==> src/rtl/cbuf_pkg.sv <==
// Shared types and constants for the CBUF trigger/address controller.
// Every entry in the trigger queue uses the same record layout.
package cbuf_pkg;

   localparam int CBUF_ADDR_W     = 12;
   localparam int BURST_W         = 12;
   localparam int CNT_W           = 32;
   localparam int FIFO_DEPTH      = 4;
   localparam int WORDS_PER_BURST = 4;
   localparam int POST_W          = BURST_W + 2;
   localparam int FIFO_PTR_W      = $clog2(FIFO_DEPTH);
   localparam int FIFO_CNT_W      = FIFO_PTR_W + 1;

   typedef struct packed {
      logic [CBUF_ADDR_W-1:0] start;
      logic [CNT_W-1:0]       tcount;
      logic [POST_W-1:0]      post;
      logic [BURST_W-1:0]     bursts;
   } trig_entry_t;

   // Number of words still to be written after the trigger, clamped at zero
   function automatic logic [POST_W-1:0] calc_post(input logic [BURST_W-1:0] bursts,
                                                   input logic [CBUF_ADDR_W-1:0] pre);
      logic [POST_W-1:0] words;
      logic [POST_W-1:0] pre_ext;
      words   = {bursts, 2'b00};
      pre_ext = POST_W'(pre);
      if (words > pre_ext) begin
         return words - pre_ext;
      end else begin
         return POST_W'(0);
      end
   endfunction

endpackage

==> src/rtl/trig_addr_fifo.sv <==
// First-word-fall-through queue of trigger entries.
// A push into a full queue is accepted only when a pop frees a slot on the same edge.
module trig_addr_fifo
   import cbuf_pkg::*;
(
   input  logic                  clk,
   input  logic                  reset_n,
   input  logic                  push,
   input  logic                  pop,
   input  trig_entry_t           din,
   output trig_entry_t           dout,
   output logic [FIFO_CNT_W-1:0] count,
   output logic                  full,
   output logic                  empty
);

   trig_entry_t           mem_r [FIFO_DEPTH];
   logic [FIFO_PTR_W-1:0] wr_ptr_r;
   logic [FIFO_PTR_W-1:0] rd_ptr_r;
   logic [FIFO_CNT_W-1:0] count_r;
   logic                  push_ok_s;
   logic                  pop_ok_s;

   assign full      = (count_r == FIFO_CNT_W'(FIFO_DEPTH));
   assign empty     = (count_r == FIFO_CNT_W'(0));
   assign count     = count_r;
   assign dout      = mem_r[rd_ptr_r];
   assign pop_ok_s  = pop && !empty;
   assign push_ok_s = push && (!full || pop);

   // Storage, pointers and occupancy
   always_ff @(posedge clk or negedge reset_n) begin
      if (!reset_n) begin
         for (int i = 0; i < FIFO_DEPTH; i++) begin
            mem_r[i] <= '0;
         end
         wr_ptr_r <= '0;
         rd_ptr_r <= '0;
         count_r  <= '0;
      end else begin
         if (push_ok_s) begin
            mem_r[wr_ptr_r] <= din;
            wr_ptr_r        <= wr_ptr_r + FIFO_PTR_W'(1);
         end
         if (pop_ok_s) begin
            rd_ptr_r <= rd_ptr_r + FIFO_PTR_W'(1);
         end
         case ({push_ok_s, pop_ok_s})
            2'b10:   count_r <= count_r + FIFO_CNT_W'(1);
            2'b01:   count_r <= count_r - FIFO_CNT_W'(1);
            default: count_r <= count_r;
         endcase
      end
   end

endmodule

==> src/rtl/cbuf_trig_addr_ctrl.sv <==
// CBUF write pointer, trigger queueing with post-trigger window release,
// read-address generation and burst countdown for one ADC channel.
module cbuf_trig_addr_ctrl
   import cbuf_pkg::*;
(
   input  logic                   clk,
   input  logic                   reset_n,
   input  logic                   adc_wr_en,
   input  logic                   acq_trig_pulse,
   input  logic [CBUF_ADDR_W-1:0] pretrig_words,
   input  logic [BURST_W-1:0]     burst_count,
   input  logic                   init_circ_buf_rd_addr,
   input  logic                   inc_circ_buf_rd_addr,
   input  logic                   trig_addr_rd_en,
   input  logic                   burst_cntr_init,
   input  logic                   burst_cntr_en,
   input  logic                   err_clr,
   output logic [CBUF_ADDR_W-1:0] circ_buf_wr_addr,
   output logic [CBUF_ADDR_W-1:0] circ_buf_rd_addr,
   output logic                   trig_addr_valid,
   output logic [2:0]             trig_fifo_count,
   output logic                   burst_cntr_zero,
   output logic                   trig_overflow,
   output logic                   seq_err
);

   logic [CBUF_ADDR_W-1:0] wr_addr_r;
   logic [CNT_W-1:0]       wr_count_r;
   logic [CBUF_ADDR_W-1:0] rd_addr_r;
   logic [BURST_W-1:0]     burst_cnt_r;
   logic                   zero_r;
   logic                   valid_r;
   logic                   ovf_r;
   logic                   seq_r;

   trig_entry_t            push_entry_s;
   trig_entry_t            head_s;
   logic [FIFO_CNT_W-1:0]  fifo_count_s;
   logic                   fifo_full_s;
   logic                   fifo_empty_s;
   logic [CNT_W-1:0]       elapsed_s;
   logic                   window_done_s;
   logic [CBUF_ADDR_W-1:0] rd_next_s;
   logic [BURST_W-1:0]     burst_next_s;
   logic                   ovf_set_s;
   logic                   seq_set_s;

   trig_addr_fifo u_fifo (
      .clk     (clk),
      .reset_n (reset_n),
      .push    (acq_trig_pulse),
      .pop     (trig_addr_rd_en),
      .din     (push_entry_s),
      .dout    (head_s),
      .count   (fifo_count_s),
      .full    (fifo_full_s),
      .empty   (fifo_empty_s)
   );

   // New queue entry captured from the current write position
   always_comb begin
      push_entry_s.start  = wr_addr_r - pretrig_words;
      push_entry_s.tcount = wr_count_r;
      push_entry_s.post   = calc_post(burst_count, pretrig_words);
      push_entry_s.bursts = burst_count;
   end

   // Modular subtraction keeps the window test correct across counter wrap
   assign elapsed_s     = wr_count_r - head_s.tcount;
   assign window_done_s = (elapsed_s >= CNT_W'(head_s.post));
   assign ovf_set_s     = acq_trig_pulse && fifo_full_s && !trig_addr_rd_en;
   assign seq_set_s     = (init_circ_buf_rd_addr || trig_addr_rd_en) && fifo_empty_s;

   // Next read address; a load from an empty queue holds the current address
   always_comb begin
      rd_next_s = rd_addr_r;
      if (init_circ_buf_rd_addr) begin
         if (!fifo_empty_s) begin
            rd_next_s = head_s.start;
         end else begin
            rd_next_s = rd_addr_r;
         end
      end else if (inc_circ_buf_rd_addr) begin
         rd_next_s = rd_addr_r + CBUF_ADDR_W'(1);
      end else begin
         rd_next_s = rd_addr_r;
      end
   end

   // Next burst counter value, saturating at zero
   always_comb begin
      burst_next_s = burst_cnt_r;
      if (burst_cntr_init) begin
         if (!fifo_empty_s) begin
            burst_next_s = head_s.bursts;
         end else begin
            burst_next_s = burst_cnt_r;
         end
      end else if (burst_cntr_en && (burst_cnt_r != BURST_W'(0))) begin
         burst_next_s = burst_cnt_r - BURST_W'(1);
      end else begin
         burst_next_s = burst_cnt_r;
      end
   end

   // Write pointer and free-running word count
   always_ff @(posedge clk or negedge reset_n) begin
      if (!reset_n) begin
         wr_addr_r  <= '0;
         wr_count_r <= '0;
      end else if (adc_wr_en) begin
         wr_addr_r  <= wr_addr_r + CBUF_ADDR_W'(1);
         wr_count_r <= wr_count_r + CNT_W'(1);
      end else begin
         wr_addr_r  <= wr_addr_r;
         wr_count_r <= wr_count_r;
      end
   end

   // Registered read address, burst counter, release flag and sticky errors
   always_ff @(posedge clk or negedge reset_n) begin
      if (!reset_n) begin
         rd_addr_r   <= '0;
         burst_cnt_r <= '0;
         zero_r      <= 1'b1;
         valid_r     <= 1'b0;
         ovf_r       <= 1'b0;
         seq_r       <= 1'b0;
      end else begin
         rd_addr_r   <= rd_next_s;
         burst_cnt_r <= burst_next_s;
         zero_r      <= (burst_next_s == BURST_W'(0));
         valid_r     <= !fifo_empty_s && window_done_s;
         ovf_r       <= ovf_set_s || (ovf_r && !err_clr);
         seq_r       <= seq_set_s || (seq_r && !err_clr);
      end
   end

   assign circ_buf_wr_addr = wr_addr_r;
   assign circ_buf_rd_addr = rd_addr_r;
   assign trig_addr_valid  = valid_r;
   assign trig_fifo_count  = fifo_count_s;
   assign burst_cntr_zero  = zero_r;
   assign trig_overflow    = ovf_r;
   assign seq_err          = seq_r;

endmodule

==> config.mk <==
export PLATFORM = sky130hd
export DESIGN_NAME = cbuf_trig_addr_ctrl
export DESIGN_NICKNAME = d
export VERILOG_FILES = /design/src/rtl/cbuf_pkg.sv /design/src/rtl/trig_addr_fifo.sv /design/src/rtl/cbuf_trig_addr_ctrl.sv
export SDC_FILE = /design/constraint.sdc
export NUM_CORES = 1
export LEC_CHECK = 0
export CAP_MARGIN = 20
export CORE_ASPECT_RATIO = 0.5
export CORE_MARGIN = 1
export CORE_UTILIZATION = 50
export DETAILED_ROUTE_END_ITERATION = 8
export DONT_BUFFER_PORTS = 1
export PLACE_DENSITY = 0.68
export SYNTH_ARGS = -nofsm -noshare
export SYNTH_HDL_FRONTEND = slang
export SYNTH_SLANG_ARGS = --single-unit
==> constraint.sdc <==
create_clock -name clk -period 5.59 [get_ports clk]
set_input_delay 1.118 -clock clk [delete_from_list [all_inputs] [get_ports clk]]
set_output_delay 1.118 -clock clk [all_outputs]
set_load 0.01 [all_outputs]
==> out/metrics.cfg, run 1 <==
[die]
floorplan.initialDensity_pct=50.9
die-area_mm2=0.0389
die_w_um=278
die-height_um=140
fp-row-count=50
placeableCoreArea_mm2=0.0374
num_io_pins=65

[sta]
setup_viol=0
final_hold_viol_count=0
timing_max_transition_violations_final=0
final.period_utilization_pct=85.2
timing.slew.headroom_pct=12.9
setup-tns-final_ps=0
min_period_ps=4760
final.hold.worst_slack_ps=307
timing.fmax_mhz=210
fin_worst_skew_ps=18.6
grt_setup_unrepaired=no
worst_pin_slew_ps=1310

[synthesis]
post_synth_num_cell_types=73
syn_area_mm2=0.0190
postSynth.topFlopCell=sky130_fd_sc_hd__dfrtp_1
synth-edff-count=0
synth_top_cells_by_count=sky130_fd_sc_hd__dfrtp_1 (358), sky130_fd_sc_hd__mux2_2 (209), sky130_fd_sc_hd__nand2_1 (166)
synth_sequential_area_ratio_pct=47.2
synth_largest_type_area_fraction_pct=47.1
yosys_warnings=0
cells_taking_the_most_area_after_synthesis=sky130_fd_sc_hd__dfrtp_1 (47%), sky130_fd_sc_hd__mux2_2 (12%), sky130_fd_sc_hd__mux4_2 (8.3%)
synth_area_in_simple_gates_pct=9.69
post_synth_fa_ha_maj_area_fraction_pct=5.51
synth_top_family_by_area=multiplexers
fraction_of_registers_with_async_set_or_reset_after_synthesis_pct=100
synthMostInstantiatedCell=sky130_fd_sc_hd__dfrtp_1
postSynthAreaPerCell_um2=11.4
synth_seq_cells=359
synth.mux.area_fraction_pct=20.7
synth_compound_gate_area_share_pct=9.50
netlist_instances=1663
yosys.area_share.xor_xnor_pct=3.77
post-synth-top-area-cell=sky130_fd_sc_hd__dfrtp_1
mappedNetlistNets=1779

[clock_network]
post_cts_resize_count=0
tritoncts=done
clk-insertion-delay-late_ps=530
clockRootBuffer=sky130_fd_sc_hd__clkbuf_16
cts.htree.levels=2
path_clk_slew_ps=60
cts_setup_buffers=0
clock_tree.buffer_depth=3
hold_buffers=0
cts_made_buffers=35
clkSinkCount=359

[power]
portion_of_total_power_attributed_to_combinational_logic_pct=42.5
internal_power_mw=7.19
power.share.switching_pct=36.3
seq_power_share_pct=35.8
power.share.clock_pct=21.7
p_per_area_mw_per_mm2=546
power.total_mw=11.3
switching_power_mw=4.09
power.static_leakage_nw=9.53
irDropWorstVdd_uv=320

[cells_and_area]
fill_cells=3192
final_nets=1752
antenna_cells=0
drive_above_1_share_pct=22.6
area_growth_pct=8.71

[worst_setup_path]
worstPathArrival_ps=5160
crit_required_ps=5990
crit_path_end_kind=flop
setup.worst_path.start=u_fifo.rd_ptr_r[0]
critical_path.max_fanout=10
timing.critical_path.from_type=flop
critical_path_class=flop to flop
regToRegStartpoint=u_fifo.rd_ptr_r[0]

[placement]
io_buffers=0
dp_hpwl_mm=27.2
finalWeightedCongestion=0.865

[detailed_routing]
initialDrtViolationCount=921
post_detailed_route_drc_marker_count=0
detail_route.vias_per_cell=5.89
vias=12700
drt_total_wl_mm=41.3
avgRoutedWirePerCell_um=19.2
first_pass_iters=5
antenna_violating_nets_post_route=0

[global_routing]
globalRouteMet1Util_pct=31.7
global_route_met3_utilization_pct=3.87
antenna_found_initial=0
grt_util_all_layers_pct=22.0
grt_util_met2_pct=34.5
globalRoute.busiestLayer=met2
grt.overflow.total=0
grt_first_pass_wirelength_mm=68.5
grt_pass1_vias=12600
grt_start_max_net_pins=360

[flow_run]
timing.max_cap.violations=0

[min_path]
hp-class=input pin to async pin

[run_status]
status=complete, no violations

[cell families (layout without fill, tap and decap cells)]
family | after synthesis | count (layout)
flip-flops | 359 | 359
adder cells (fa/ha/maj) | 82 | 82
AO/OA/AOI/OAI | 294 | 294
AND/OR/NAND/NOR | 385 | 385
buffers and inverters | 181 | 177
XOR/XNOR | 82 | 82
multiplexers | 280 | 280
[cell type report]
class | instances | area, um2 | area share (%)
inverter | 100 | 375 | 1.81
tap | 494 | 618 | 2.99
timing repair buffer | 17 | 128 | 0.617
sequential | 359 | 8990 | 43.5
clock inverter | 12 | 143 | 0.690
clock buffer | 48 | 1040 | 5.01
multi-input combinational | 1123 | 9390 | 45.4
[state kept, by name, summed over array words and instances (netlist names)]
signal            count
burst_cnt_r          12
burst_cntr_zero       1
circ_buf_rd_addr     12
circ_buf_wr_addr     12
seq_err               1
trig_addr_valid       1
trig_overflow         1
u_fifo.count          3
u_fifo.mem_r        280
u_fifo.rd_ptr_r       2
u_fifo.wr_ptr_r       2
wr_count_r           32
[worst paths after layout]
kind	endpoint	slack, ps	depth (start not counted)
min reg2reg	u_fifo.mem_r[26]	480	2
max in group asynchronous	u_fifo.mem_r[77]	4240	0
min	u_fifo.mem_r[189]	310	0
max	trig_addr_valid	830	18
min in group clk	u_fifo.mem_r[26]	480	2
max reg2reg	trig_addr_valid	830	18
[critical path, cell delays in order, from the launching register on]
cell	delay (ps)
sky130_fd_sc_hd__dfrtp_4	540
sky130_fd_sc_hd__mux4_2	520
sky130_fd_sc_hd__inv_1	90
sky130_fd_sc_hd__ha_1	250
sky130_fd_sc_hd__a21oi_1	240
sky130_fd_sc_hd__nand2_1	70
sky130_fd_sc_hd__o21ai_0	400
sky130_fd_sc_hd__nand2_1	160
sky130_fd_sc_hd__a21oi_1	180
sky130_fd_sc_hd__xnor2_1	150
sky130_fd_sc_hd__ha_1	260
sky130_fd_sc_hd__a221oi_1	290
sky130_fd_sc_hd__nand4_1	140
sky130_fd_sc_hd__nor4_1	260
sky130_fd_sc_hd__o311ai_0	180
sky130_fd_sc_hd__a2111oi_0	380
sky130_fd_sc_hd__nand4_1	150
sky130_fd_sc_hd__nor4b_1	310
sky130_fd_sc_hd__a21oi_1	100
[power groups by stage]
stage | logic, mW | clock network, mW | registers [mW]
CTS | 4.82 | 2.51 | 4.04
floorplan | 3.85 | 0 | 3.83
global placement | 4.71 | 0 | 4.05
detailed placement | 4.79 | 0 | 4.09
finish | 4.79 | 2.45 | 4.04
global route | 5.36 | 2.60 | 4.15
[stage by stage]
| stage | utilization [%] | instances | worst slack (ps) | area, um2 |
|---|---|---|---|---|
| after global placement | 52.1 | 2093 | 936 | 19500 |
| after CTS | 55.3 | 2153 | 789 | 20700 |
| after global routing | 55.3 | 2153 | 407 | 20700 |
| after floorplan | - | 1663 | 90.5 | 19000 |
| final | 55.3 | 2153 | 829 | 20700 |
| after detailed placement | 52.1 | 2093 | 796 | 19500 |
[layer usage]
metal,wire [um],vias up
li1,-,5925
met1,19600,6446
met2,19100,236
met3,1740,64
met4,864,0
met5,0,-
[layout by cell type, fill, tap and decap left out, drive strengths merged, types with 15 or more instances in the layout]
| cell type | n |
|---|---|
| nor3 | 16 |
| a21oi | 67 |
| or3 | 15 |
| nand2 | 166 |
| xor2 | 28 |
| xnor2 | 54 |
| nor2 | 69 |
| nand3 | 21 |
| o21ai | 112 |
| inv | 100 |
| nand4 | 22 |
| ha | 79 |
| mux2 | 209 |
| clkbuf | 48 |
| buf | 17 |
| mux4 | 70 |
| and3 | 18 |
| dfrtp | 358 |
No activity file was read; power rests on OpenSTA's default activity.
==> run 2: changes to the inputs <==
SLEW_MARGIN = 20   (was not set)
==> results of run 2 <==
Final layout, timing and power as in run 1 (identical DEF).
==> edit 1, RTL diff (flow settings as in run 2) <==
Put one more register stage on the output `trig_addr_valid`, without a reset. The value now appears one clock later. The other outputs are not delayed to match.
--- a/src/rtl/cbuf_trig_addr_ctrl.sv
+++ b/src/rtl/cbuf_trig_addr_ctrl.sv
@@ -138,7 +138,9 @@
 
    assign circ_buf_wr_addr = wr_addr_r;
    assign circ_buf_rd_addr = rd_addr_r;
-   assign trig_addr_valid  = valid_r;
+   always_ff @(posedge clk) begin
+      trig_addr_valid <= valid_r;
+   end
    assign trig_fifo_count  = fifo_count_s;
    assign burst_cntr_zero  = zero_r;
    assign trig_overflow    = ovf_r;
Behaviour: not the same (a bounded check fails within 4 cycles, from zero or initial values and one cycle with reset_n low).
==> edit 1 against run 2 <==
Cell area barely moved. Final cell count is essentially flat. Total power barely moved. Clock skew grew 5.4 ps. Sequential cell count grew 1. Setup slack got worse by 300 ps. Wire length decreased by 0.18%. Area after synthesis grew 0.11%. Critical path type unchanged.
==> edit 1: results (changes against run 2) <==
Logic synthesis
  • Unique masters post-synth: 74 (+1.4%)
  • Dominant cells by area after synthesis: dfrtp_1 47%, mux2_2 12%, mux4_2 8.3%, ha_1 5.2%, nand2_1 3.3%
  • Async SR Flop Fraction: 99.7% (-0.28 points)
  • Post-Synth Adder-Cell Area: 5.50% (-0.0058 points)
  • Mux cell area share after synthesis: 20.7% (-0.022 points)
  • Avg Inst Size Synth: 11.4 um^2 (about the same)
  • Sequential area share after synthesis: 47.3% (+0.055 points)
  • Synth Area in Compound Gates: 9.49% (-0.010 points)

Clocking
  • Latest clock arrival within the worst-skew pair: 550 ps (+20 ps)
  • # H-tree levels: 2 (unchanged)
  • CTS Buf Count: 34 (-2.9%)

Detailed routing
  • Starting DRC count in detailed routing: 707 (-23%)
  • Via count: 12528 (-1.1%)
  • M1 WL: 19900 um (+1.6%)
  • Vias per cell: 5.82 (-1.1%)
  • Wire length on met2: 18900 um (-1.3%)
  • Routed met3 length: 1580 um (-8.9%)
  • Routed WL per cell: 19.2 um (-0.14%)

Timing
  • Slew headroom: 33.5% (+21 points)
  • Hold WS: 300 ps (-7.49 ps)
  • Worst Clk Skew: 24.0 ps (+5.41 ps)
  • Setup ws final: 524 ps (-304 ps)

Worst setup path
  • Setup crit end: valid_r$_DFF_PN0_
  • Reg2Reg Setup Slack: 520 ps (-300 ps)
  • Crit path arrival time: 5480 ps (+320 ps)
  • Max FO, Critical Path: 21 (+11)
  • CP peak stage delay: 690 ps (+150 ps)

GRT
  • GRT Resource Usage Total: 21.8% (-0.15 points)
  • GR Util met1: 31.8% (+0.049 points)
  • GR Util met3: 3.59% (-0.28 points)
  • First-pass GRT wire length: 68200 um (-0.42%)
  • Grt met2 use: 34.0% (-0.51 points)

Placement
  • Dpl cells: 2092 (-0.048%)
  • Area post-placement: 19500 um^2 (about the same)
  • Dpl ws: 527 ps (-269 ps)
  • Final HPWL DP: 27300 um (+0.23%)
  • Gp weighted congestion: 0.885 (+2.3%)

Final layout
  • Fin nets: 1750 (-0.11%)
  • Share of cells above drive strength 1: 22.4% (-0.17 points)

Run status
  • Status: complete, no violations

Pwr
  • Max VDD drop: 326 uV (+1.8%)
  • Leakage power: 0.00951 uW (-0.15%)
-- edit 1: changes by cell type in the layout (fill, tap and decap cells not counted), sizes merged --
cell	run 2	this run
inv	100	101
dfxtp	0	1
clkbuf	48	45
bufinv	3	4
clkinvlp	0	1
buf	17	15
-- edit 1: worst max-delay path, delay by kind of cell, from the launching register on --
family	cells	cell delay (ps)
buffers and inverters	1	90
AO/OA/AOI/OAI	7	1860
AND/OR/NAND/NOR	6	1060
multiplexers	1	560
flip-flops	1	690
XOR/XNOR	1	140
adder cells (fa/ha/maj)	2	510
-- edit 1: area by class of cell --
cell class                      instances  area (um^2)
Fill cell                            3148        16800
Multi-Input combinational cell       1123         9390
Sequential cell                       360         9010
Clock buffer                           45          963
Tap cell                              494          618
Inverter                              100          375
Clock inverter                         15          208
Timing Repair Buffer                   15          113
-- edit 1: power by group --
part           total [uW]  internal (uW)  switching, uW
combinational        4760           2340           2420
sequential           4080           3420            664
clock                2460           1410           1040
total               11300           7170           4130
==> edit 2, RTL diff (flow settings as in run 2) <==
Made on the original files. Change the package constant `CNT_W` from 32 to 36.
--- a/src/rtl/cbuf_pkg.sv
+++ b/src/rtl/cbuf_pkg.sv
@@ -4,7 +4,7 @@
 
    localparam int CBUF_ADDR_W     = 12;
    localparam int BURST_W         = 12;
-   localparam int CNT_W           = 32;
+   localparam int CNT_W           = 36;
    localparam int FIFO_DEPTH      = 4;
    localparam int WORDS_PER_BURST = 4;
    localparam int POST_W          = BURST_W + 2;
Formal check against the unedited RTL: no difference found for any inputs over 4 cycles, from zero or initial values and one cycle with reset_n low; that may be too few to reach the edited logic, so the function may still have changed.
==> edit 2 against run 2 <==
Total power rose by 4.5%. Setup slack got worse by 540 ps. Cell area rose by 6.5%. Die area is 6.4% higher. Wire length increased by 7.2%. Sequential cell count increased by 20. Sequential share of layout area is 0.37 points lower. Utilization rose by 0.55 points. Area after synthesis grew 6.5%. Largest cell class unchanged.
==> edit 2: results (changes against run 2) <==
Final layout
  • Largest regs: u_fifo.mem_r x296, wr_count_r x36
  • N_diodes: 0 (unchanged)
  • Share of cells above drive strength 1: 22.0% (-0.62 points)
  • Fin nets: 1878 (+7.2%)

Logic synthesis
  • Synth cell count leaders: 378 x dfrtp_1, 222 x mux2_2, 179 x nand2_1
  • Avg Inst Size Synth: 11.3 um^2 (-0.99%)
  • Count leader, synth: dfrtp_1
  • Async SR Flop Fraction: 100% (unchanged)
  • Ys Warns: 0 (unchanged)
  • Unique masters post-synth: 71 (-2.7%)
  • Sequential area share after synthesis: 46.8% (-0.42 points)
  • Dominant cells by area after synthesis: dfrtp_1 47%, mux2_2 12%, mux4_2 8.2%, ha_1 5.2%, nand2_1 3.3%

Detailed routing
  • Drt pass-1 iters: 6 (+1)
  • Via count: 13577 (+7.2%)
  • Starting DRC count in detailed routing: 855 (-7.2%)
  • Total Wirelength: 44300 um (+7.2%)
  • Routed WL per cell: 19.2 um (-0.18%)

Placement
  • Dpl cells: 2241 (+7.1%)
  • Final HPWL DP: 29800 um (+9.7%)
  • Input/output buffers: 0 (unchanged)
  • Area post-placement: 20700 um^2 (+6.2%)
  • Gp weighted congestion: 0.949 (+9.7%)

GRT
  • Largest net degree at the start of global routing: 380 (+5.6%)
  • Vias in the first global route: 13375 (+6.2%)
  • First-pass GRT wire length: 72200 um (+5.3%)
  • GRT Resource Usage Total: 21.9% (-0.027 points)
  • Initial antenna violation count: 0 (unchanged)

Clocking
  • Worst-path clk slew: 60 ps (about the same)
  • Buffers from clock root to sink, at most: 3 (unchanged)
  • Root buffer cell: clkbuf_16
  • Latest clock arrival within the worst-skew pair: 540 ps
  • Post-cts sizing count: 0 (unchanged)
  • # H-tree levels: 2 (unchanged)
  • CTS Buf Count: 36 (+2.9%)

Worst setup path
  • Worst path slowest cell: dfrtp_4
  • Max FO, Critical Path: 27 (+17)
  • CP peak stage delay: 700 ps (+160 ps)
  • Crit path arrival time: 5700 ps (+540 ps)
  • Crit path max-delay family: compound AO/OA/AOI/OAI gates

Pwr
  • Sw power: 4330 uW (+5.7%)
  • Max VDD drop: 327 uV (+2.2%)
  • Combinational power: 5020 uW (+4.8%)
  • Leakage power: 0.0101 uW (+6.4%)
  • Seq pwr share: 35.5% (-0.3 points)

Worst hold path
  • Hold WC Path Type: primary input to async pin

Run status
  • Status: complete, no violations

Timing
  • Slew headroom: 13.5% (+0.64 points)
  • Worst Clk Skew: 18.4 ps (-0.175 ps)
==> edit 2: cell count changes after synthesis, moves of 7 or more <==
cell / before / now
dfrtp_1: 358 / 378
nand3_1: 20 / 37
nor2_1: 68 / 85
buf_1: 14 / 28
mux2_2: 209 / 222
nand2_1: 166 / 179
o21ai_0: 111 / 122
a21oi_1: 67 / 57
nand4_1: 22 / 32
clkbuf_1: 62 / 53
buf_2: 4 / 11
==> edit 2: layout make-up <==
class | count | area [um^2]
well taps | 530 | 663
multi-input cells | 1217 | 10100
inverters | 101 | 379
repair buffers | 21 | 158
flip-flops and latches | 379 | 9490
fillers | 3322 | 17400
clock inverters | 12 | 184
clock buffers | 53 | 1070
==> edit 2: repair_timing <==
| action | 4_1_cts | 5_1_grt |
|---|---|---|
| hold endpoints to repair | 0 | 0 |
| setup buffers | 0 | 7 |
| endpoints found under the setup margin | 0 | 1 |
==> edit 2: worst reg2reg max path, delay by kind of cell, from the launching register on <==
kind / cells / cell delay (ps)
buf+inv: 1 / 50
simple gates: 4 / 960
flops: 1 / 700
mux: 1 / 290
xor+xnor: 1 / 170
compound gates: 9 / 2230
fa+ha+maj: 3 / 750
==> edit 2: final timing paths <==
| check | start | end | slack [ps] | cells past startpoint |
|---|---|---|---|---|
| worst max-delay path | u_fifo.rd_ptr_r[1]$_DFFE_PN0P_ | trig_addr_valid$_DFF_PN0_ | 290 | 19 |
| worst min-delay path | reset_n | circ_buf_rd_addr[6]$_DFFE_PN0P_ | 270 | 0 |
| worst max register to register | u_fifo.rd_ptr_r[1]$_DFFE_PN0P_ | trig_addr_valid$_DFF_PN0_ | 290 | 19 |
| worst min register to register | u_fifo.mem_r[237]$_DFFE_PN0P_ | u_fifo.mem_r[237]$_DFFE_PN0P_ | 480 | 2 |
| max in group asynchronous | reset_n | u_fifo.mem_r[183]$_DFFE_PN0P_ | 4250 | 0 |
| min in group clk | u_fifo.mem_r[237]$_DFFE_PN0P_ | u_fifo.mem_r[237]$_DFFE_PN0P_ | 480 | 2 |
==> edit 2: cell families after synthesis <==
family	count (synthesis)	synth area share (%)
adders and majority gates	88	5.54
AOI/OAI and AO/OA	307	9.39
buffers and inverters	193	3.64
muxes	299	20.7
and+or+nand+nor	433	10.0
DFF	379	46.8
xor gates and xnor gates	90	3.89
==> edit 2: metal layers <==
metal / vias to the layer above / track usage, % / share of wire, %
li1: 6374 / - / -
met5: - / 0 / 0
met2: 279 / 35.1 / 46
met3: 50 / 3.33 / 4.0
met4: 0 / 4.81 / 1.6
met1: 6874 / 31.7 / 48
==> edit 2: metrics by stage <==
stage	total power [uW]	utilization, %	worst slack, ps
final	11800	55.8	286
after global routing	12600	55.8	66.4
after CTS	11800	55.7	408
after detailed placement	9170	52.5	529
after global placement	9040	52.5	734
after floorplan	7930	-	115
